--- src/rtl/uart_pkg.sv ---
// Shared definitions for the UART transmit path: arbiter state encoding and
// framing constants used by the transmitter and its controllers.
package uart_pkg;

   typedef enum logic [3:0] {
      ST_IDLE      = 4'b0001,
      ST_START     = 4'b0010,
      ST_WAIT_DONE = 4'b0100,
      ST_WAIT_CLR  = 4'b1000
   } state_t;

   localparam logic [15:0] BAUD_DIV_DEFAULT = 16'h43D;
   localparam int          FRAME_BITS       = 10;

endpackage

--- src/rtl/uart_rr_pick.sv ---
// Combinational round-robin selector: first set request bit at or after ptr,
// wrapping modulo N_REQ.
module uart_rr_pick #(
   parameter int N_REQ = 4,
   parameter int PTR_W = $clog2(N_REQ)
) (
   input  logic [N_REQ-1:0] req,
   input  logic [PTR_W-1:0] ptr,
   output logic [PTR_W-1:0] sel,
   output logic [N_REQ-1:0] onehot,
   output logic             any_valid
);

   always_comb begin : pick
      int               idx;
      logic [PTR_W-1:0] idx_w;
      sel       = '0;
      onehot    = '0;
      any_valid = 1'b0;
      idx       = 0;
      idx_w     = '0;
      for (int k = 0; k < N_REQ; k++) begin
         idx = int'(ptr) + k;
         if (idx >= N_REQ) begin
            idx = idx - N_REQ;
         end
         idx_w = idx[PTR_W-1:0];
         if (!any_valid && req[idx_w]) begin
            any_valid     = 1'b1;
            sel           = idx_w;
            onehot[idx_w] = 1'b1;
         end
      end
   end

endmodule

--- src/rtl/uart_tx_arbiter.sv ---
// Round-robin owner of a single uart_tx: grants one byte per transaction,
// waits for tx_done to clear, and flags a transmitter that never finishes.
module uart_tx_arbiter
   import uart_pkg::*;
#(
   parameter int N_REQ       = 4,
   parameter int TO_W        = 24,
   parameter int TIMEOUT_CYC = 24000
) (
   input  logic               clk,
   input  logic               rst,
   input  logic [N_REQ-1:0]   req_valid,
   input  logic [8*N_REQ-1:0] req_data,
   output logic [N_REQ-1:0]   req_ready,
   output logic [N_REQ-1:0]   grant,
   output logic               busy,
   output logic               tx_start,
   output logic [7:0]         tx_data,
   input  logic               tx_done,
   output logic               timeout_err,
   input  logic               err_clr
);

   localparam int               PTR_W   = $clog2(N_REQ);
   localparam logic [TO_W-1:0]  TO_LAST = TO_W'(TIMEOUT_CYC - 1);

   state_t             state_q, state_d;
   logic [PTR_W-1:0]   ptr_q, ptr_d;
   logic [PTR_W-1:0]   sel_q, sel_d;
   logic [N_REQ-1:0]   grant_q, grant_d;
   logic [N_REQ-1:0]   req_ready_q, req_ready_d;
   logic [7:0]         tx_data_q, tx_data_d;
   logic [TO_W-1:0]    timer_q, timer_d;
   logic               tx_start_q, tx_start_d;
   logic               timeout_err_q, timeout_err_d;
   logic               timeout_set;

   logic [PTR_W-1:0]   pick_sel;
   logic [N_REQ-1:0]   pick_onehot;
   logic               pick_any;

   function automatic logic [PTR_W-1:0] wrap_inc(input logic [PTR_W-1:0] i);
      if (int'(i) == N_REQ - 1) begin
         return '0;
      end
      return i + 1'b1;
   endfunction

   uart_rr_pick #(
      .N_REQ (N_REQ),
      .PTR_W (PTR_W)
   ) u_pick (
      .req       (req_valid),
      .ptr       (ptr_q),
      .sel       (pick_sel),
      .onehot    (pick_onehot),
      .any_valid (pick_any)
   );

   always_comb begin
      state_d     = state_q;
      ptr_d       = ptr_q;
      sel_d       = sel_q;
      grant_d     = grant_q;
      tx_data_d   = tx_data_q;
      timer_d     = timer_q;
      tx_start_d  = 1'b0;
      req_ready_d = '0;
      timeout_set = 1'b0;
      case (state_q)
         ST_IDLE: begin
            // tx_done still high means uart_tx has not yet returned to idle
            if (pick_any && !tx_done) begin
               sel_d       = pick_sel;
               grant_d     = pick_onehot;
               tx_data_d   = req_data[{pick_sel, 3'b000} +: 8];
               tx_start_d  = 1'b1;
               req_ready_d = pick_onehot;
               state_d     = ST_START;
            end
         end
         ST_START: begin
            timer_d = '0;
            state_d = ST_WAIT_DONE;
         end
         ST_WAIT_DONE: begin
            timer_d = timer_q + 1'b1;
            if (tx_done) begin
               state_d = ST_WAIT_CLR;
            end else if (timer_q == TO_LAST) begin
               timeout_set = 1'b1;
               grant_d     = '0;
               ptr_d       = wrap_inc(sel_q);
               state_d     = ST_IDLE;
            end
         end
         ST_WAIT_CLR: begin
            if (!tx_done) begin
               grant_d = '0;
               ptr_d   = wrap_inc(sel_q);
               state_d = ST_IDLE;
            end
         end
         default: begin
            state_d = ST_IDLE;
         end
      endcase
      timeout_err_d = timeout_set | (timeout_err_q & ~err_clr);
   end

   always_ff @(posedge clk or negedge rst) begin
      if (!rst) begin
         state_q       <= ST_IDLE;
         ptr_q         <= '0;
         sel_q         <= '0;
         grant_q       <= '0;
         req_ready_q   <= '0;
         tx_data_q     <= 8'h00;
         timer_q       <= '0;
         tx_start_q    <= 1'b0;
         timeout_err_q <= 1'b0;
      end else begin
         state_q       <= state_d;
         ptr_q         <= ptr_d;
         sel_q         <= sel_d;
         grant_q       <= grant_d;
         req_ready_q   <= req_ready_d;
         tx_data_q     <= tx_data_d;
         timer_q       <= timer_d;
         tx_start_q    <= tx_start_d;
         timeout_err_q <= timeout_err_d;
      end
   end

   assign req_ready   = req_ready_q;
   assign grant       = grant_q;
   assign busy        = (state_q != ST_IDLE);
   assign tx_start    = tx_start_q;
   assign tx_data     = tx_data_q;
   assign timeout_err = timeout_err_q;

endmodule

--- config.mk ---
export PLATFORM = sky130hd
export DESIGN_NAME = uart_tx_arbiter
export DESIGN_NICKNAME = d
export VERILOG_FILES = /design/src/rtl/uart_pkg.sv /design/src/rtl/uart_rr_pick.sv /design/src/rtl/uart_tx_arbiter.sv
export SDC_FILE = /design/constraint.sdc
export NUM_CORES = 1
export LEC_CHECK = 0
export CAP_MARGIN = 15
export CORE_MARGIN = 4
export CORE_UTILIZATION = 52
export DETAILED_ROUTE_END_ITERATION = 10
export PLACE_DENSITY_LB_ADDON = 0.3
export SKIP_LAST_GASP = 1
export SYNTH_ARGS = -nofsm -noshare
export SYNTH_HDL_FRONTEND = slang
export SYNTH_HIERARCHICAL = 1
export SYNTH_SLANG_ARGS = --single-unit
--- constraint.sdc ---
create_clock -name clk -period 4.6 [get_ports clk]
set_input_delay 0.92 -clock clk [delete_from_list [all_inputs] [get_ports clk]]
set_output_delay 0.92 -clock clk [all_outputs]
set_load 0.03 [all_outputs]
* Word level (Yosys, flattened, before mapping)
Cells that the tools add are included.
** Word-level totals
- Flip-flop bits (word level) :: 50
- Output and inout bits :: 19
- Logic and storage cells :: 131
- Input bits :: 40
** Operators by class
- Add/sub/neg operators :: 9
- Bitwise gates (word level) :: 6
- Equality and inequality tests :: 12
- Reduce and logical (&&, ||, !) cells :: 19
- Muxes and demuxes :: 63
- Shift operators :: 1
- Magnitude comparators :: 12
** Operators by type and width (number)
- $mux 4 :: 14
- $pmux 24 s2 :: 1
- $shiftx 32x6->8 :: 1
- $mux 2 :: 14
- $add 24x1->24 const B :: 1
- $eq 24x15->1 const B :: 1
- $mux 1 :: 23
- $pmux 4 s4 :: 1
- $lt 2x3->1 const B :: 4
- $or 4x4->4 :: 3
- $pmux 4 s3 :: 1
- $ge 3x3->1 const B :: 3
- $bmux 1 s2 :: 4
- $demux 1 s2 :: 4
- $ge 2x1->1 const B :: 4
- $logic_and 1x1->1 :: 8
- $ne 2x2->1 const B :: 4
- $sub 2x1->2 const B :: 4
- $add 2x2->3 const B :: 2
- $reduce_and 5->1 :: 1
- $eq 4x1->1 const B :: 1
- $eq 4x2->1 const B :: 1
- $eq 4x3->1 const B :: 1
- $eq 4x4->1 const B :: 1
- other kinds (16) :: 20

* Logic depth before layout (Yosys ltp)
Gate-level depths: netlist (run 1).
- Word-level depth :: 17
- Gate-level depth with buffers :: 11
- Mapped depth without buffers :: 9

* Cells and area by module
Netlist (run 1), hierarchy kept.
** By module, submodules not included
- uart_tx_arbiter :: cells each 209, instances 1, seq. area each 1252.5 µm², area each 2462.4 µm²
- uart_rr_pick :: cells each 45, instances 1, seq. area each 0.0 µm², area each 419.2 µm²

* Worst setup path after synthesis (run 1)
No wires, ideal clock.
- Kind :: input to register
- From :: in req_valid[2]
- To :: reg tx_data_q[1] (netlist: tx_data[1])
- Arrival :: 3.210 ns
- Cell stages on the path :: 8
- Path slack :: 1.262 ns
- Cells stage by stage :: mux4_2 > buf_6 > and2b_2 > o21ai_0 > o31ai_1 > buf_1 > mux4_2 > mux2_1
** Between the ends
- Elaborated cells between the ends (all ways) :: 25
- Classes of those cells :: 1 x shift; 16 x mux; 8 x reduce/logical
** RTL lines
- from (decl) :: line uart_tx_arbiter.sv:12 : input logic [N_REQ-1:0] req_valid,
- $bmux 1 s2 :: line uart_rr_pick.sv:28 : if (!any_valid && req[idx_w]) begin
- $mux 1 (not written as such) :: line uart_rr_pick.sv:28
- $mux 1 :: line uart_rr_pick.sv:28
- $logic_not 1->1 :: line uart_rr_pick.sv:28
- $logic_and 1x1->1 :: line uart_rr_pick.sv:28
- $mux 1 :: line uart_rr_pick.sv:28
- $logic_not 1->1 :: line uart_rr_pick.sv:28
- $logic_and 1x1->1 :: line uart_rr_pick.sv:28
- $mux 1 :: line uart_rr_pick.sv:28
- $logic_not 1->1 :: line uart_rr_pick.sv:28
- $logic_and 1x1->1 :: line uart_rr_pick.sv:28
- $mux 2 (*) :: line uart_rr_pick.sv:28
- via pick_sel[0] :: line uart_tx_arbiter.sv:38 : logic [PTR_W-1:0] pick_sel;
- $shiftx 32x6->8 (*) :: line uart_tx_arbiter.sv:76 : tx_data_d = req_data[{pick_sel, 3'b000} +: 8];
- to (signal assigned) :: line uart_tx_arbiter.sv:128 : tx_data_q <= tx_data_d;
- to (decl) :: line uart_tx_arbiter.sv:32 : logic [7:0] tx_data_q, tx_data_d;
Mark *: on every way through the listed nets, which the timed path passes. The rest lies on a longest branch. The select of a mux whose other input is x is not followed.
A chain may end at the register's enable or synchronous reset.

* Final worst setup path (run 1)
Ends and elaborated chain as after synthesis.

==> run metrics, run 1 <==
DR vias 2,213; Antenna diodes 0; wire per inst 16.2 um; initial core utilization 55.0%; number of buffers inserted by hold repair at cts 0; min Tclk post-route 3440 ps; WS Path Type in -> reg; CP peak stage delay 620 ps; Worst Skew 14.1 ps; antenna viol nets, final 0; initial antenna violation count 0; Inserted Clock Buffers 5; Root Driver clkbuf_8; Crit path max-delay family multiplexers; dpl ws 872 ps; Vias per Instance 5.81; Ys Warns 6; Post-synth EDFFs 0; Final Cell Area 3580 um^2; overall die height 82.4 um; Mean Syn Cell Area 11.3 um^2; most common cell after layout, fill and taps aside clkdlybuf4s50_1; H-tree depth 2; most frequent cells in the layout 57 x clkdlybuf4s50_1, 49 x dfrtp_1, 32 x nand2_1, 18 x mux2i_1, 16 x nand3_1; crit-path max FO 10; DPL Wire Length 4.56 mm; CP dominant cell by count mux4_2; FFs w/ async S/R, synth 100%; final wirelength 6.16 mm; Post-Route Setup TNS 0 ps; Hold Fails Final Rpt 0; Cell Area, Synth 2880 um^2; Worst slew margin 46.9%; fraction of layout cells with a size suffix above 1 13.2%; pin count of the biggest net entering global routing 51; met2 routed WL 3.17 mm; HP Class reg -> reg; Top Layer Used met4; Gate Count Post-Synth 254; crit path buf inv count 1; Final period util 74.9%; Max clock buf depth 2; CTS resizes 0; outcome finished, final reports clean; CTS sink cnt 50; Worst Path Required 4790 ps; Setup Fix Bufs, Post-CTS 0; total global-route track usage 20.6%; CP Cell Sequence clkdlybuf4s50_1 > mux4_2 > o311ai_0 > a32o_1 > mux4_2 > mux2_1; TritonCTS clock tree built; worst-margin pin slew 794 ps; Netlist cell types 49; clock-pin transition on the worst setup and hold timing paths 100 ps; unrepaired setup endpoints after global routing false; global route overflow 0; top cells by area, synth dfrtp_1 43%, mux4_2 7.8%, mux2i_1 6.3%; DRT iter0 DRCs 154; PortBufs 58; register area share after synthesis 43.5%; final worst slack 1160 ps; Die Wd 82.4 um; clock latency on the worst-skew pair 310 ps; Setup crit start kind input port; Power Dens Cells 444 nW/um^2; drt drc 0; WL met3 248 um; Slew Viols, Final 0; Synth Flop Type dfrtp_1; site row count 26; RePlAce Congestion 0.878; placeable core region 5240 um^2; CP arrival 3630 ps; Layout Nets 358; total die area 6800 um^2; highest-delay cell along the critical path mux4_2; Area growth syn-to-layout 24.3%; Synth area leader dfrtp_1; share of the synthesized area in the top cell type 42.6%; fmax 290 MHz; crit end category register; I/O pin total 59; Synth Net Count 301; total power 1.59 mW; post-synthesis register bit count 50; total setup violations reported at the end of the flow 0; first-pass GRT wire length 10.6 mm; vias in the first global route 2,244; TritonRoute pass-1 iters 4; DP Area 3500 um^2; Max-Cap Viols 0; Peak VDD IR 257 uV; post-route met1 wirelength 2.65 mm; Leak Pwr 1.59 nW
## synth_stat cells (2+ instances only)
cell and instances:
dfrtp_1 49, nand2_1 32, mux2i_1 18, nand3_1 16, o21ai_0 15, mux4_2 10
a22oi_1 8, mux2_2 8, nor2_1 8, ha_1 7, and2_1 6, inv_1 6
mux2_1 6, a21o_1 4, clkbuf_1 4, nor3_1 4, nor4_1 4, a21oi_1 3
and3_1 3, and4_1 3, buf_6 3, nand4_1 3, buf_1 2, mux4_1 2
nand2b_1 2, nor3_2 2, nor4b_4 2, o211ai_1 2, o31ai_1 2
## report_power, final
group | total [mW] | internal (mW) | switching (mW)
registers | 0.604 | 0.526 | 0.0779
clock network | 0.245 | 0.102 | 0.142
logic | 0.741 | 0.360 | 0.381
## flip-flops by register name, summed over array words and instances, names as in the netlist
name and flops:
tx_start 1, grant 4, tx_data 8, state_q 4, sel_q 2, timer_q 24, req_ready 4, ptr_q 2
timeout_err 1
## per-layer routing
layer  up-vias  global-route usage, %
met2        47                   35.1
met4         0                   6.98
met5         -                      0
met1      1099                   26.6
met3         6                   3.58
li1       1061                      -
## path summary, 6_finish.rpt
path	start	endpoint	slack (ps)	cells after the start
max	req_valid[2]	tx_data[1]	1160	6
min	timer_q[23]	timer_q[23]	480	1
max reg2reg	ptr_q[0]	tx_data[1]	1220	7
min reg2reg	timer_q[23]	timer_q[23]	480	1
max in group asynchronous	rst	grant[2]	3460	2
min in group asynchronous	rst	timer_q[2]	710	2
## kinds of logic after synthesis
kind of cell             synth area share (%)
AO/OA/AOI/OAI                            9.12
XOR/XNOR                                0.304
adder cells (fa/ha/maj)                  3.04
buffers and inverters                    3.17
multiplexers                             21.4
AND/OR/NAND/NOR                          19.5
flip-flops                               43.5
## final cells by class
cell class | count | area [um^2]
Timing Repair Buffer | 61 | 598
Inverter | 6 | 22.5
Sequential cell | 50 | 1250
Clock inverter | 2 | 10.0
Multi-Input combinational cell | 187 | 1540
Clock buffer | 5 | 68.8
Fill cell | 383 | 1660
Tap cell | 70 | 87.6
## through the flow
| step | instances | hold slack [ps] | utilization, % |
|---|---|---|---|
| 2_1_floorplan | 254 | 437 | - |
| 3_3_place_gp | 374 | 461 | 66.9 |
| 3_5_place_dp | 374 | 459 | 66.9 |
| 4_1_cts | 381 | 484 | 68.4 |
| 5_1_grt | 381 | 514 | 68.4 |
| 6_report | 381 | 478 | 68.4 |
No activity file was read; power rests on OpenSTA's default activity.
==> run 2: changes to the inputs <==
Clock period 4.6 ns to 3.5 ns, I/O delays scaled along.
==> run metrics, run 2 (synthesis gave the netlist of run 1 again) <==
sequential share of power 35.6%; Hold WS 349 ps; min Tclk post-route 3130 ps; Inserted Clock Buffers 5; Area growth syn-to-layout 26.9%; most common cell after layout, fill and taps aside clkdlybuf4s50_1; Power Dens Cells 596 nW/um^2; crit-path max FO 9; final wirelength 6.29 mm; PortBufs 58; Antenna diodes 0; first-pass GRT wire length 11.2 mm; launch point of the worst reg-to-reg path ptr_q[0]; unrepaired setup endpoints after global routing false; CTS resizes 0; DR vias 2,240; RePlAce Congestion 0.851; CTS sink cnt 50; global route overflow 0; crit end category register; r2r setup slk 630 ps; internal power 1.35 mW; Worst Path Required 3700 ps; antenna viol nets, final 0; Root Driver clkbuf_8; Layout Nets 366; CP dominant cell by count mux4_2; Peak VDD IR 372 uV; crit path buf inv count 1; FF-to-FF End tx_data[6]; worst-margin pin slew 1090 ps; initial core utilization 55.0%; Crit path max-delay family multiplexers; drt drc 0; Largest Register timer_q; Post-Route Setup TNS 0 ps; TritonCTS clock tree built; Final period util 89.5%; Slew Viols, Final 0; DRT iter0 DRCs 243; WS Path Type in -> reg; Max-Cap Viols 0; Fillers 372; initial antenna violation count 0; Hold Fails Final Rpt 0; CP peak stage delay 600 ps; clock latency on the worst-skew pair 310 ps; Setup Fix Bufs, Post-CTS 0; Comb power frac 48.0%; CP arrival 3330 ps; H-tree depth 2; Clk network pwr share 16.4%; max reg flops 24; wire per inst 16.1 um; HP Class in -> async; Setup crit start kind input port; pin count of the biggest net entering global routing 28; I/O pin total 59; overall die height 82.4 um; TritonRoute pass-1 iters 4; outcome finished, final reports clean; fraction of layout cells with a size suffix above 1 15.6%; total setup violations reported at the end of the flow 0; Leak Pwr 1.63 nW; total global-route track usage 21.6%; total die area 6800 um^2; switching share of power 38.2%; FF-to-FF path depth 6; Vias per Instance 5.74; Worst slew margin 26.9%; clock-pin transition on the worst setup and hold timing paths 100 ps; Worst Skew 7.11 ps; CP Cell Sequence clkdlybuf4s50_1 > mux4_2 > nor3_1 > a32o_1 > mux4_2 > mux2_1; most frequent cells in the layout 57 x clkdlybuf4s50_1, 49 x dfrtp_1, 32 x nand2_1, 18 x mux2i_1, 16 x nand3_1; Switch Pwr 0.832 mW; fmax 319 MHz; DPL Wire Length 4.74 mm; vias in the first global route 2,318; Max clock buf depth 2; Die Wd 82.4 um; highest-delay cell along the critical path mux4_2; number of buffers inserted by hold repair at cts 0; placeable core region 5240 um^2; site row count 26
-- run 2: changes by cell type in the layout (fill, tap and decap cells not counted) --
cell        previous run  this run
buf_4                  3        11
clkinv_2               2         0
clkinv_4               0         1
clkinvlp_4             0         1
inv_6                  0         1
-- run 2: worst max path at each step --
stage                       from    endpoint  slack, ps  depth (start not counted)
finish              req_valid[3]  tx_data[6]        370                          6
global route        req_valid[3]  tx_data[6]        280                          8
CTS                 req_valid[3]  tx_data[6]        410                          6
floorplan               ptr_q[0]  tx_data[1]        310                         11
global placement    req_valid[0]  tx_data[3]        170                          8
detailed placement  req_valid[3]  tx_data[6]         70                          6
-- run 2: area by class of cell --
| type | instances | area (um^2) | area share, % |
|---|---|---|---|
| clock buffers | 5 | 68.8 | 1.88 |
| clock inverters | 3 | 25.0 | 0.684 |
| inverters | 6 | 22.5 | 0.616 |
| multi-input cells | 187 | 1540 | 42.2 |
| flip-flops and latches | 50 | 1250 | 34.2 |
| well taps | 70 | 87.6 | 2.39 |
| repair buffers | 69 | 658 | 18.0 |
-- run 2: power groups by stage --
stage	combinational, mW	sequential, mW	clock (mW)
final	1.05	0.775	0.358
after detailed placement	1.05	0.786	0
after global placement	1.02	0.784	0
after global routing	1.13	0.794	0.403
after CTS	1.05	0.775	0.372
after floorplan	0.551	0.914	0
-- run 2: worst reg2reg max path: stages, from the launching register on --
cell,delay (ps)
dfrtp_1,370
buf_4,210
mux4_2,620
nor3_1,350
a32o_1,530
mux4_2,390
mux2_1,300
-- run 2: per-layer routing --
layer | up-vias | global-route usage (%) | share of wire, % | wire, um
met3 | 10 | 3.80 | 3.3 | 206
met1 | 1108 | 28.7 | 44 | 2750
met2 | 40 | 35.7 | 51 | 3230
met4 | 0 | 7.14 | 1.7 | 107
li1 | 1082 | - | - | -
met5 | - | 0 | 0 | 0
-- run 2: metrics by stage --
stage	worst slack [ps]	total power, mW	instances	area, um^2	utilization (%)
after detailed placement	71.0	1.83	382	3560	68.0
after global routing	283	2.33	390	3660	69.8
after CTS	413	2.20	390	3660	69.8
after floorplan	311	1.47	254	2880	-
final	368	2.18	390	3660	69.8
after global placement	166	1.80	382	3560	68.0
